### src/rtl/dmux8_feeder.sv
// Feeder for dmux8: buffers {ch,data} words in a FIFO and presents each for HOLD cycles plus one gap.
// Define DMUX8_FEEDER_BYPASS_EN to let a word skip the empty FIFO and load on its push edge.
module dmux8_feeder #(
    parameter int N     = 6,
    parameter int DEPTH = 4,
    parameter int HOLD  = 2
) (
    input  logic                     clk,
    input  logic                     rst_n,
    input  logic                     in_valid,
    output logic                     in_ready,
    input  logic [N-1:0]             in_data,
    input  logic [2:0]               in_ch,
    output logic [N-1:0]             d,
    output logic [2:0]               s,
    output logic                     out_valid,
    output logic [$clog2(DEPTH):0]   level
);
    localparam int AW       = $clog2(DEPTH);
    localparam int LW       = AW + 1;
    localparam int HOLD_EFF = (HOLD < 1) ? 1 : HOLD;
    localparam int CW       = (HOLD_EFF > 1) ? $clog2(HOLD_EFF) : 1;
    localparam logic [CW-1:0] CNT_INIT = CW'(HOLD_EFF - 1);

    typedef enum logic [1:0] {IDLE, PRESENT, GAP} state_t;

    state_t          state_q, state_d;
    logic [N+2:0]    mem_q [DEPTH];
    logic [AW-1:0]   wrPtr_q, wrPtr_d, rdPtr_q, rdPtr_d;
    logic [LW-1:0]   level_q, level_d;
    logic [CW-1:0]   cnt_q, cnt_d;
    logic [N-1:0]    d_q, d_d;
    logic [2:0]      s_q, s_d;
    logic            valid_q, valid_d;
    logic            push, fifoWrite, pop, bypassLoad;
    logic [N+2:0]    head;

    assign in_ready = (level_q != LW'(DEPTH));
    assign push     = in_valid && in_ready;

`ifdef DMUX8_FEEDER_BYPASS_EN
    assign bypassLoad = push && (state_q == IDLE) && (level_q == '0);
`else
    assign bypassLoad = 1'b0;
`endif

    assign fifoWrite = push && !bypassLoad;
    assign head      = mem_q[rdPtr_q];

    // Storage needs no reset: occupancy is tracked entirely by level and the pointers.
    always_ff @(posedge clk) begin
        if (fifoWrite) begin
            mem_q[wrPtr_q] <= {in_ch, in_data};
        end
    end

    always_comb begin
        state_d = state_q;
        d_d     = d_q;
        s_d     = s_q;
        valid_d = valid_q;
        cnt_d   = cnt_q;
        pop     = 1'b0;
        case (state_q)
            IDLE: begin
                if (level_q != '0) begin
                    d_d     = head[N-1:0];
                    s_d     = head[N+2:N];
                    valid_d = 1'b1;
                    cnt_d   = CNT_INIT;
                    pop     = 1'b1;
                    state_d = PRESENT;
                end else if (bypassLoad) begin
                    d_d     = in_data;
                    s_d     = in_ch;
                    valid_d = 1'b1;
                    cnt_d   = CNT_INIT;
                    state_d = PRESENT;
                end
            end
            PRESENT: begin
                if (cnt_q != '0) begin
                    cnt_d = cnt_q - CW'(1);
                end else begin
                    d_d     = '0;
                    valid_d = 1'b0;
                    state_d = GAP;
                end
            end
            GAP: begin
                // s keeps the last channel so the dmux8 select does not glitch between words.
                if (level_q != '0) begin
                    d_d     = head[N-1:0];
                    s_d     = head[N+2:N];
                    valid_d = 1'b1;
                    cnt_d   = CNT_INIT;
                    pop     = 1'b1;
                    state_d = PRESENT;
                end else begin
                    state_d = IDLE;
                end
            end
            default: begin
                d_d     = '0;
                valid_d = 1'b0;
                state_d = IDLE;
            end
        endcase
    end

    always_comb begin
        wrPtr_d = fifoWrite ? wrPtr_q + AW'(1) : wrPtr_q;
        rdPtr_d = pop ? rdPtr_q + AW'(1) : rdPtr_q;
        case ({fifoWrite, pop})
            2'b10:   level_d = level_q + LW'(1);
            2'b01:   level_d = level_q - LW'(1);
            default: level_d = level_q;
        endcase
    end

    always_ff @(posedge clk or negedge rst_n) begin
        if (!rst_n) begin
            state_q <= IDLE;
            wrPtr_q <= '0;
            rdPtr_q <= '0;
            level_q <= '0;
            cnt_q   <= '0;
            d_q     <= '0;
            s_q     <= '0;
            valid_q <= 1'b0;
        end else begin
            state_q <= state_d;
            wrPtr_q <= wrPtr_d;
            rdPtr_q <= rdPtr_d;
            level_q <= level_d;
            cnt_q   <= cnt_d;
            d_q     <= d_d;
            s_q     <= s_d;
            valid_q <= valid_d;
        end
    end

    assign d         = d_q;
    assign s         = s_q;
    assign out_valid = valid_q;
    assign level     = level_q;

endmodule

### config.mk
export PLATFORM = sky130hd
export DESIGN_NAME = dmux8_feeder
export DESIGN_NICKNAME = d
export VERILOG_FILES = /design/src/rtl/dmux8_feeder.sv
export SDC_FILE = /design/constraint.sdc
export NUM_CORES = 1
export LEC_CHECK = 0
export ABC_CLOCK_PERIOD_IN_PS = 2880
export BUFFER_PORTS_ARGS = -buffer_cell sky130_fd_sc_hd__buf_2
export CORE_MARGIN = 4
export CORE_UTILIZATION = 40
export CTS_CLUSTER_DIAMETER = 60
export DETAILED_ROUTE_END_ITERATION = 6
export PLACE_DENSITY = 0.6
export SYNTH_ARGS = -nofsm -noshare
export SYNTH_HDL_FRONTEND = slang
export SYNTH_SLANG_ARGS = --single-unit
export TNS_END_PERCENT = 50
### constraint.sdc
create_clock -name clk -period 2.88 [get_ports clk]
set_clock_uncertainty 0.1 [all_clocks]
set_input_delay 0.144 -clock clk [delete_from_list [all_inputs] [get_ports clk]]
set_output_delay 0.144 -clock clk [all_outputs]
set_load 0.05 [all_outputs]
==> key figures, run 1 <==
Pwr
  – Maximum vdd drop: 0.5546 mV
  – Cell-internal power: 0.001753 W
  – Power Total: 0.002872 W
  – Switch share: 0.3898
  – Clock power share: 0.146
  – Pleak: 1.015 nW
  – Comb power frac: 0.394
  – NetSw: 0.001120 W
  – Sequential power share: 0.459
  – Pwr per Cell Area: 1120 mW/mm²

Placement
  – GPL Wtd Cong: 0.6697
  – Post-DP HPWL: 2518 µm
  – IO buf count: 25
  – Placed Area: 0.002375 mm²

Detailed routing
  – Post-Route WL: 3726 µm
  – Drt pass-1 iters: 4
  – Detail Route Antenna Nets: 0
  – Per-cell routed wire length: 16.86 µm
  – Initial drt markers: 34
  – Via density: 4.946
  – DRC Markers: 0
  – Vias post-DR: 1093

Critical path
  – FF-to-FF setup slack: 0.33 ns
  – Arrival time worst endpoint: 2.64 ns
  – R2R Path End: level[1]$_DFFE_PN0P_
  – Reg2Reg Depth: 5
  – CP max FO: 13
  – Data required, critical path: 2.97 ns
  – Reg2reg start: level[0]$_DFFE_PN0P_
  – CP Launch Type: flop
  – Critical path class: reg -> reg
  – Crit. End Element: flop

Logic synthesis
  – Sequential fraction of the synthesis area: 0.7269
  – Synth warn: 0
  – Flops & latches, synth: 56
  – Mapped Area: 0.002176 mm²
  – Syn_nets: 129
  – Avg Inst Size Synth: 19.60 µm²
  – Distinct cells, synth: 25
  – Cell count after synthesis: 111

Min path
  – Worst Hold Class: in -> reg
  – Hold Path Origin: in_valid
  – Worst Hold Depth: 3
  – Hold Crit Endpoint: wrPtr_q[0]$_DFFE_PN0P_

Die
  – Die X-Extent: 81.76 µm
  – FP Rows: 26
  – Ports: 26
  – Die span in y: 81.76 µm
  – CORE AREA: 0.005205 mm²
  – Initial Utilization: 0.4180
  – Die area: 0.006684 mm²

Clock tree
  – Clock root buffer: clkbuf_8
  – Max clock buf depth: 2
  – Post-CTS Resized: 0
  – CTS tree: yes
  – Clock Sinks: 56
  – TritonCTS Buffers: 5
  – Clock slew seen by the registers of the worst setup and hold paths: 0.09 ns
  – H-tree depth: 2
  – Skew-Pair Late Insertion Delay: 0.30 ns

STA
  – Final Slew Violations: 0
  – Fmax: 0.3919 GHz
  – RSZ-0062 raised after global routing: no
  – Total Neg Setup Slack: 0 ns
  – # setup viols final: 0
  – WHS: 0.09770 ns
  – Period utilization: 0.8859
  – Max_slew headroom: 0.3967
  – Slew @ Worst Pin: 0.9017 ns
  – Min Tclk post-route: 2.551 ns
  – Final Hold Viols: 0

Finish
  – Share of cells above drive strength 1: 0.3311
  – Post-Route Utilization: 0.4925
  – Design area: 0.002564 mm²
  – Multi-input logic area: 569.3 µm²
  – Fill count: 463
  – Area growth, synth to finish: 17.83%
  – ANT cells: 0
  – Final nets: 168
  – FF+latch area: 0.001582 mm²

Global route
  – Global-route wire length before repair: 6203 µm
  – GR Util All Layers: 0.1286
  – Largest net degree at the start of global routing: 21
  – Global route overflow: 0
  – Initial antenna violation count: 0
  – Number of global-route vias before repair: 1185

Flow run
  – Maxcap violations: 0

Run status
  – Outcome: finished clean
[power by group through the flow]
stage | Clock (W) | Sequential, W | Combinational (W)
finish | 0.000420 | 0.00132 | 0.00113
global route | 0.000474 | 0.00136 | 0.00124
CTS | 0.000438 | 0.00133 | 0.00116
detailed placement | 0 | 0.00134 | 0.00114
global placement | 0 | 0.00133 | 0.00111
floorplan | 0 | 0.00153 | 0.000663
[critical path, cell delays in order (launching register included)]
cell and delay [ns]:
dfrtp_1 0.49, nor3_1 0.13, nor2_1 0.70, ha_1 0.34, fa_1 0.42, mux2_2 0.26
[per-layer routing]
layer  routed length, µm  GRT usage
met1                1565     0.1624
met3                 195    0.03618
met5                   0          0
met2                1921     0.2173
met4                  43    0.03488
[registers in the layout, indices dropped and copies added (netlist names)]
register   flops
mem_q         36
d              6
level          3
s              3
rdPtr_q        2
state_q        2
wrPtr_q        2
cnt_q          1
out_valid      1
[area by class of cell]
type                       count  area share
clock inverter                 3    0.007809
tap                           70     0.03416
inverter                       3    0.004392
sequential                    56      0.6169
timing repair buffer          35     0.08785
multi-input combinational     49      0.2221
clock buffer                   5     0.02684
[metrics by stage]
stage | cells | setup slack (ns)
after floorplan | 111 | 0.3321
after global placement | 203 | 0.4092
after detailed placement | 203 | 0.2849
after CTS | 221 | 0.2817
after global routing | 221 | 0.1099
final | 221 | 0.3286
[placed cells by master, fill, tap and decap left out, types with 3 or more instances in the layout]
cell,instances
edfxtp_1,36
buf_2,25
dfrtp_1,20
dlygate4sd3_1,10
mux4_2,9
a22o_1,6
ha_1,5
clkbuf_8,5
and3_1,4
mux2_2,4
inv_1,3
nor2_1,3
xnor2_1,3
xor2_1,3
[kinds of logic after synthesis]
logic type      synth area share
flops                     0.7269
mux                       0.1208
simple gates             0.03795
compound gates           0.04083
xor+xnor                 0.02416
buf+inv                  0.01150
fa+ha+maj                0.03795
[worst max-delay path by stage]
stage	to	startpoint	slack [ns]	depth (start not counted)
2_1_floorplan	level[1]$_DFFE_PN0P_	level[2]$_DFFE_PN0P_	0.33	6
5_1_grt	level[1]$_DFFE_PN0P_	level[0]$_DFFE_PN0P_	0.11	5
3_5_place_dp	level[1]$_DFFE_PN0P_	level[0]$_DFFE_PN0P_	0.28	5
3_3_place_gp	level[1]$_DFFE_PN0P_	level[0]$_DFFE_PN0P_	0.41	5
4_1_cts	level[1]$_DFFE_PN0P_	level[0]$_DFFE_PN0P_	0.28	5
6_report	level[1]$_DFFE_PN0P_	level[0]$_DFFE_PN0P_	0.33	5
[synth_stat cells]
library cell	count	area, µm²
xor2_1	3	26.28
a22o_1	6	52.55
mux4_2	9	202.7
inv_1	3	11.26
ha_1	5	62.56
or3b_4	1	11.26
o21a_1	1	7.510
a21o_1	1	7.510
mux2_4	1	15.01
nand2b_1	1	6.260
xnor2_1	3	26.28
and3_1	4	25.02
o21ai_0	1	5.000
buf_1	1	3.750
fa_1	1	20.02
mux2_2	4	45.04
nor2_1	3	11.26
nand3b_1	1	7.510
and2_4	1	8.760
o41ai_2	1	16.27
edfxtp_1	36	1081
nor3b_1	1	7.510
dfrtp_1	20	500.5
nor3_1	1	5.000
buf_2	2	10.01
[repair_timing]
action                                 CTS  global route
endpoints found under the hold margin   56             0
hold buffers                            10             0
setup buffers                            0             0
Note: power is estimated with default switching activity, not from simulation.
==> run 2: changes to the inputs <==
- SETUP_SLACK_MARGIN: default -> 0.5
==> key figures, run 2 (synthesis results as in run 1) <==
Run status
  – Outcome: finished clean

Placement
  – Post-DP HPWL: 2404 µm
  – GPL Wtd Cong: 0.7146
  – IO buf count: 25
  – Placed insts: 204

Die
  – Die area: 0.006684 mm²
  – Die X-Extent: 81.76 µm
  – CORE AREA: 0.005205 mm²
  – FP Rows: 26
  – Initial Utilization: 0.4180
  – Die span in y: 81.76 µm
  – Ports: 26

Global route
  – Number of global-route vias before repair: 1193
  – Initial antenna violation count: 0
  – Global-route wire length before repair: 5989 µm
  – GR Util All Layers: 0.1249
  – Largest net degree at the start of global routing: 21
  – Global route overflow: 0

STA
  – Slew @ Worst Pin: 0.7981 ns
  – Min Tclk post-route: 2.221 ns
  – RSZ-0062 raised after global routing: no
  – # setup viols final: 0
  – Max_slew headroom: 0.4621
  – Total Neg Setup Slack: 0 ns
  – Final Hold Viols: 0
  – Final Slew Violations: 0
  – WHS: 0.1374 ns
  – Fmax: 0.4502 GHz
  – Period utilization: 0.7712

Pwr
  – Pleak: 1.008 nW
  – Power Total: 0.002858 W
  – Maximum vdd drop: 0.5446 mV
  – Pwr per Cell Area: 1114 mW/mm²

Clock tree
  – Clock Sinks: 56
  – Post-CTS setup buffer count: 0
  – H-tree depth: 2
  – Post-CTS Resized: 0
  – Cts hold-fix bufs: 10
  – TritonCTS Buffers: 5
  – CTS tree: yes
  – Skew-Pair Late Insertion Delay: 0.29 ns
  – Clock root buffer: clkbuf_8
  – Max clock buf depth: 2
  – Clock slew seen by the registers of the worst setup and hold paths: 0.08 ns

Finish
  – Reg with most FFs: mem_q
  – Area growth, synth to finish: 17.94%
  – Cell Count, Final, Fillers Out: 222
  – ANT cells: 0
  – Share of cells above drive strength 1: 0.3355
  – Max reg flops: 36
  – Commonest non-fill, non-tap cells in the layout: edfxtp_1, buf_2, dfrtp_1
  – Final nets: 169
  – Most common cell after layout, fill and taps aside: edfxtp_1

Critical path
  – Reg2Reg Depth: 6
  – CP Launch Type: flop
  – CP max FO: 6
  – Critical path class: reg -> reg
  – Crit. End Element: flop
  – Data required, critical path: 2.96 ns
  – Arrival time worst endpoint: 2.30 ns

Min path
  – Worst Hold Class: in -> reg
  – Worst Hold Depth: 3

Detailed routing
  – Post-Route WL: 3576 µm
  – Initial drt markers: 59
  – Per-cell routed wire length: 16.11 µm
  – Detail Route Antenna Nets: 0
  – Vias post-DR: 1078
  – DRC Markers: 0
  – Drt pass-1 iters: 4
  – Via density: 4.856

Flow run
  – Maxcap violations: 0
-- run 2: changes by cell type in the layout (fill, tap and decap cells not counted), sizes merged --
cell and delta:
clkbuf +2, inv -2, buf +1
-- run 2: final cells by class --
type | instances | area [µm²]
Tap cell | 70 | 87.58
Sequential cell | 56 | 1585
Multi-Input combinational cell | 49 | 569.3
Inverter | 3 | 11.26
Clock inverter | 1 | 3.754
Timing Repair Buffer | 36 | 232.7
Clock buffer | 7 | 76.32
Fill cell | 458 | 2639
-- run 2: through the flow --
stage / utilization / instance area (µm²) / setup slack [ns]
after floorplan: - / 2180 / 0.5108
after global placement: 0.4584 / 2386 / 0.7327
after detailed placement: 0.4584 / 2386 / 0.6643
after CTS: 0.4930 / 2566 / 0.6535
after global routing: 0.4930 / 2566 / 0.5826
final: 0.4930 / 2566 / 0.6590
-- run 2: path summary, 6_finish.rpt --
path,from,end,slack [ns]
setup / recovery,level[1]$_DFFE_PN0P_,level[1]$_DFFE_PN0P_,0.66
hold / removal,in_valid,wrPtr_q[0]$_DFFE_PN0P_,0.14
setup reg to reg,level[1]$_DFFE_PN0P_,level[1]$_DFFE_PN0P_,0.66
hold reg to reg,cnt_q$_DFFE_PN0P_,state_q[1]$_DFFE_PN0P_,0.36
max in group asynchronous,rst_n,level[0]$_DFFE_PN0P_,2.11
min in group asynchronous,rst_n,d[2]$_DFFE_PN0P_,0.22
-- run 2: routing by layer --
layer	wire length, µm	share of wire	track usage	vias to the layer above
met1	1472	0.41	0.1495	550
li1	-	-	-	507
met3	136	0.038	0.03947	2
met2	1951	0.55	0.2165	19
met5	0	0	0	-
met4	15	0.0042	0.03488	0
-- run 2: where the power goes --
part | internal, W | leakage (nW) | switching [W]
Combinational | 0.000478 | 0.399 | 0.000670
Sequential | 0.00112 | 0.569 | 0.000199
Clock | 0.000170 | 0.0399 | 0.000223
-- run 2: worst max-delay path, stage by stage (launching register included) --
cell and delay, ns:
dfrtp_2 0.46, or3b_4 0.43, and2_4 0.17, inv_1 0.06
ha_1 0.19, fa_1 0.43, mux2_2 0.27
==> run 3: changes to the inputs <==
- ABC_CLOCK_PERIOD_IN_PS: 2880 -> 2300
- clock period: 2.88 -> 2.3 ns (I/O delays scaled with it)
==> key figures, run 3 (synthesis results as in run 1) <==
Die
  – Ports: 26
  – CORE AREA: 0.005205 mm²
  – Initial Utilization: 0.4180
  – Die span in y: 81.76 µm
  – FP Rows: 26
  – Die X-Extent: 81.76 µm
  – Die area: 0.006684 mm²

Global route
  – Number of global-route vias before repair: 1233
  – Global route overflow: 0
  – Global-route wire length before repair: 6141 µm
  – GR Util All Layers: 0.1290
  – Initial antenna violation count: 0
  – Largest net degree at the start of global routing: 21

Critical path
  – Max incr delay on CP: 0.45 ns
  – Critical path buffers and inverters: 1
  – Data required, critical path: 2.40 ns
  – CP max FO: 4
  – Critical path class: reg -> reg
  – Arrival time worst endpoint: 2.15 ns
  – CP Launch Type: flop
  – Critical path, cell by cell: or3b_4 > and2_4 > inv_2 > ha_4 > fa_2 > mux2_2
  – Crit. End Element: flop
  – CP max-delay cell: dfrtp_2
  – Cell family with most CP delay: adder cells

Finish
  – Final nets: 179
  – Reg with most FFs: mem_q
  – Max reg flops: 36
  – Post-Route Utilization: 0.5156
  – Share of cells above drive strength 1: 0.4383
  – ANT cells: 0
  – Area growth, synth to finish: 23.35%
  – Most common cell after layout, fill and taps aside: edfxtp_1
  – Commonest non-fill, non-tap cells in the layout: edfxtp_1, buf_2, dfrtp_1

STA
  – Fmax: 0.4879 GHz
  – Slew @ Worst Pin: 0.5043 ns
  – Min Tclk post-route: 2.050 ns
  – RSZ-0062 raised after global routing: yes
  – Final Hold Viols: 0
  – Period utilization: 0.8912
  – Final Slew Violations: 0
  – Total Neg Setup Slack: 0 ns
  – Max_slew headroom: 0.6638
  – WHS: 0.1786 ns
  – # setup viols final: 0

Clock tree
  – Clock slew seen by the registers of the worst setup and hold paths: 0.10 ns
  – H-tree depth: 2
  – Clock Sinks: 56
  – CTS tree: yes
  – Skew-Pair Late Insertion Delay: 0.30 ns
  – TritonCTS Buffers: 5
  – Max clock buf depth: 2
  – Clock root buffer: clkbuf_8

Placement
  – Post-DP HPWL: 2439 µm
  – IO buf count: 25
  – GPL Wtd Cong: 0.7066

Detailed routing
  – Post-Route WL: 3732 µm
  – Detail Route Antenna Nets: 0
  – Via density: 4.853
  – Drt pass-1 iters: 4
  – DRC Markers: 0
  – Initial drt markers: 59
  – Per-cell routed wire length: 16.09 µm
  – Vias post-DR: 1126

Pwr
  – Power Total: 0.003810 W
  – Pwr per Cell Area: 1420 mW/mm²
  – Maximum vdd drop: 0.5751 mV
  – Pleak: 1.068 nW

Flow run
  – Maxcap violations: 0

Run status
  – Outcome: finished clean

Min path
  – Worst Hold Class: in -> async
run 3: area by class of cell:
cell class | instances | area (µm²)
Inverter | 3 | 11.26
Sequential cell | 56 | 1585
Timing Repair Buffer | 46 | 307.8
Clock buffer | 6 | 82.58
Clock inverter | 2 | 10.01
Fill cell | 451 | 2521
Multi-Input combinational cell | 49 | 599.3
Tap cell | 70 | 87.58
run 3: path summary, 6_finish.rpt:
kind	startpoint	to	slack, ns	cells after the start
max	level[0]$_DFFE_PN0P_	level[1]$_DFFE_PN0P_	0.25	6
min	rst_n	state_q[0]$_DFFE_PN0P_	0.18	2
max reg2reg	level[0]$_DFFE_PN0P_	level[1]$_DFFE_PN0P_	0.25	6
min reg2reg	cnt_q$_DFFE_PN0P_	state_q[1]$_DFFE_PN0P_	0.36	1
max in group asynchronous	rst_n	level[0]$_DFFE_PN0P_	1.59	2
min in group clk	in_valid	wrPtr_q[0]$_DFFE_PN0P_	0.18	4
run 3: repair_timing:
item / 4_1_cts / 5_1_grt
gates resized for setup: 2 / 4
endpoints found under the hold margin: 56 / 0
endpoints found under the setup margin: 2 / 40
pin swaps: 1 / 1
setup buffers: 6 / 2
hold buffers: 10 / 0
run 3: routing by layer:
layer,vias up,track usage,share of wire
met4,0,0.04485,0.014
met2,20,0.2197,0.53
li1,525,-,-
met3,6,0.03947,0.041
met5,-,0,0
met1,575,0.1548,0.42
run 3: where the power goes:
group,switching [W],total [W],internal [W]
logic,0.000933,0.00166,0.000731
registers,0.000207,0.00161,0.00140
clock network,0.000297,0.000538,0.000241
total,0.00144,0.00381,0.00237
run 3: per-stage QoR:
| step | cells | cell area [µm²] | setup WS (ns) |
|---|---|---|---|
| 3_5_place_dp | 206 | 2414 | 0.1832 |
| 4_1_cts | 230 | 2659 | 0.2415 |
| 3_3_place_gp | 206 | 2414 | 0.2346 |
| 6_report | 232 | 2684 | 0.2503 |
| 2_1_floorplan | 111 | 2192 | 0.004708 |
| 5_1_grt | 232 | 2684 | 0.1928 |
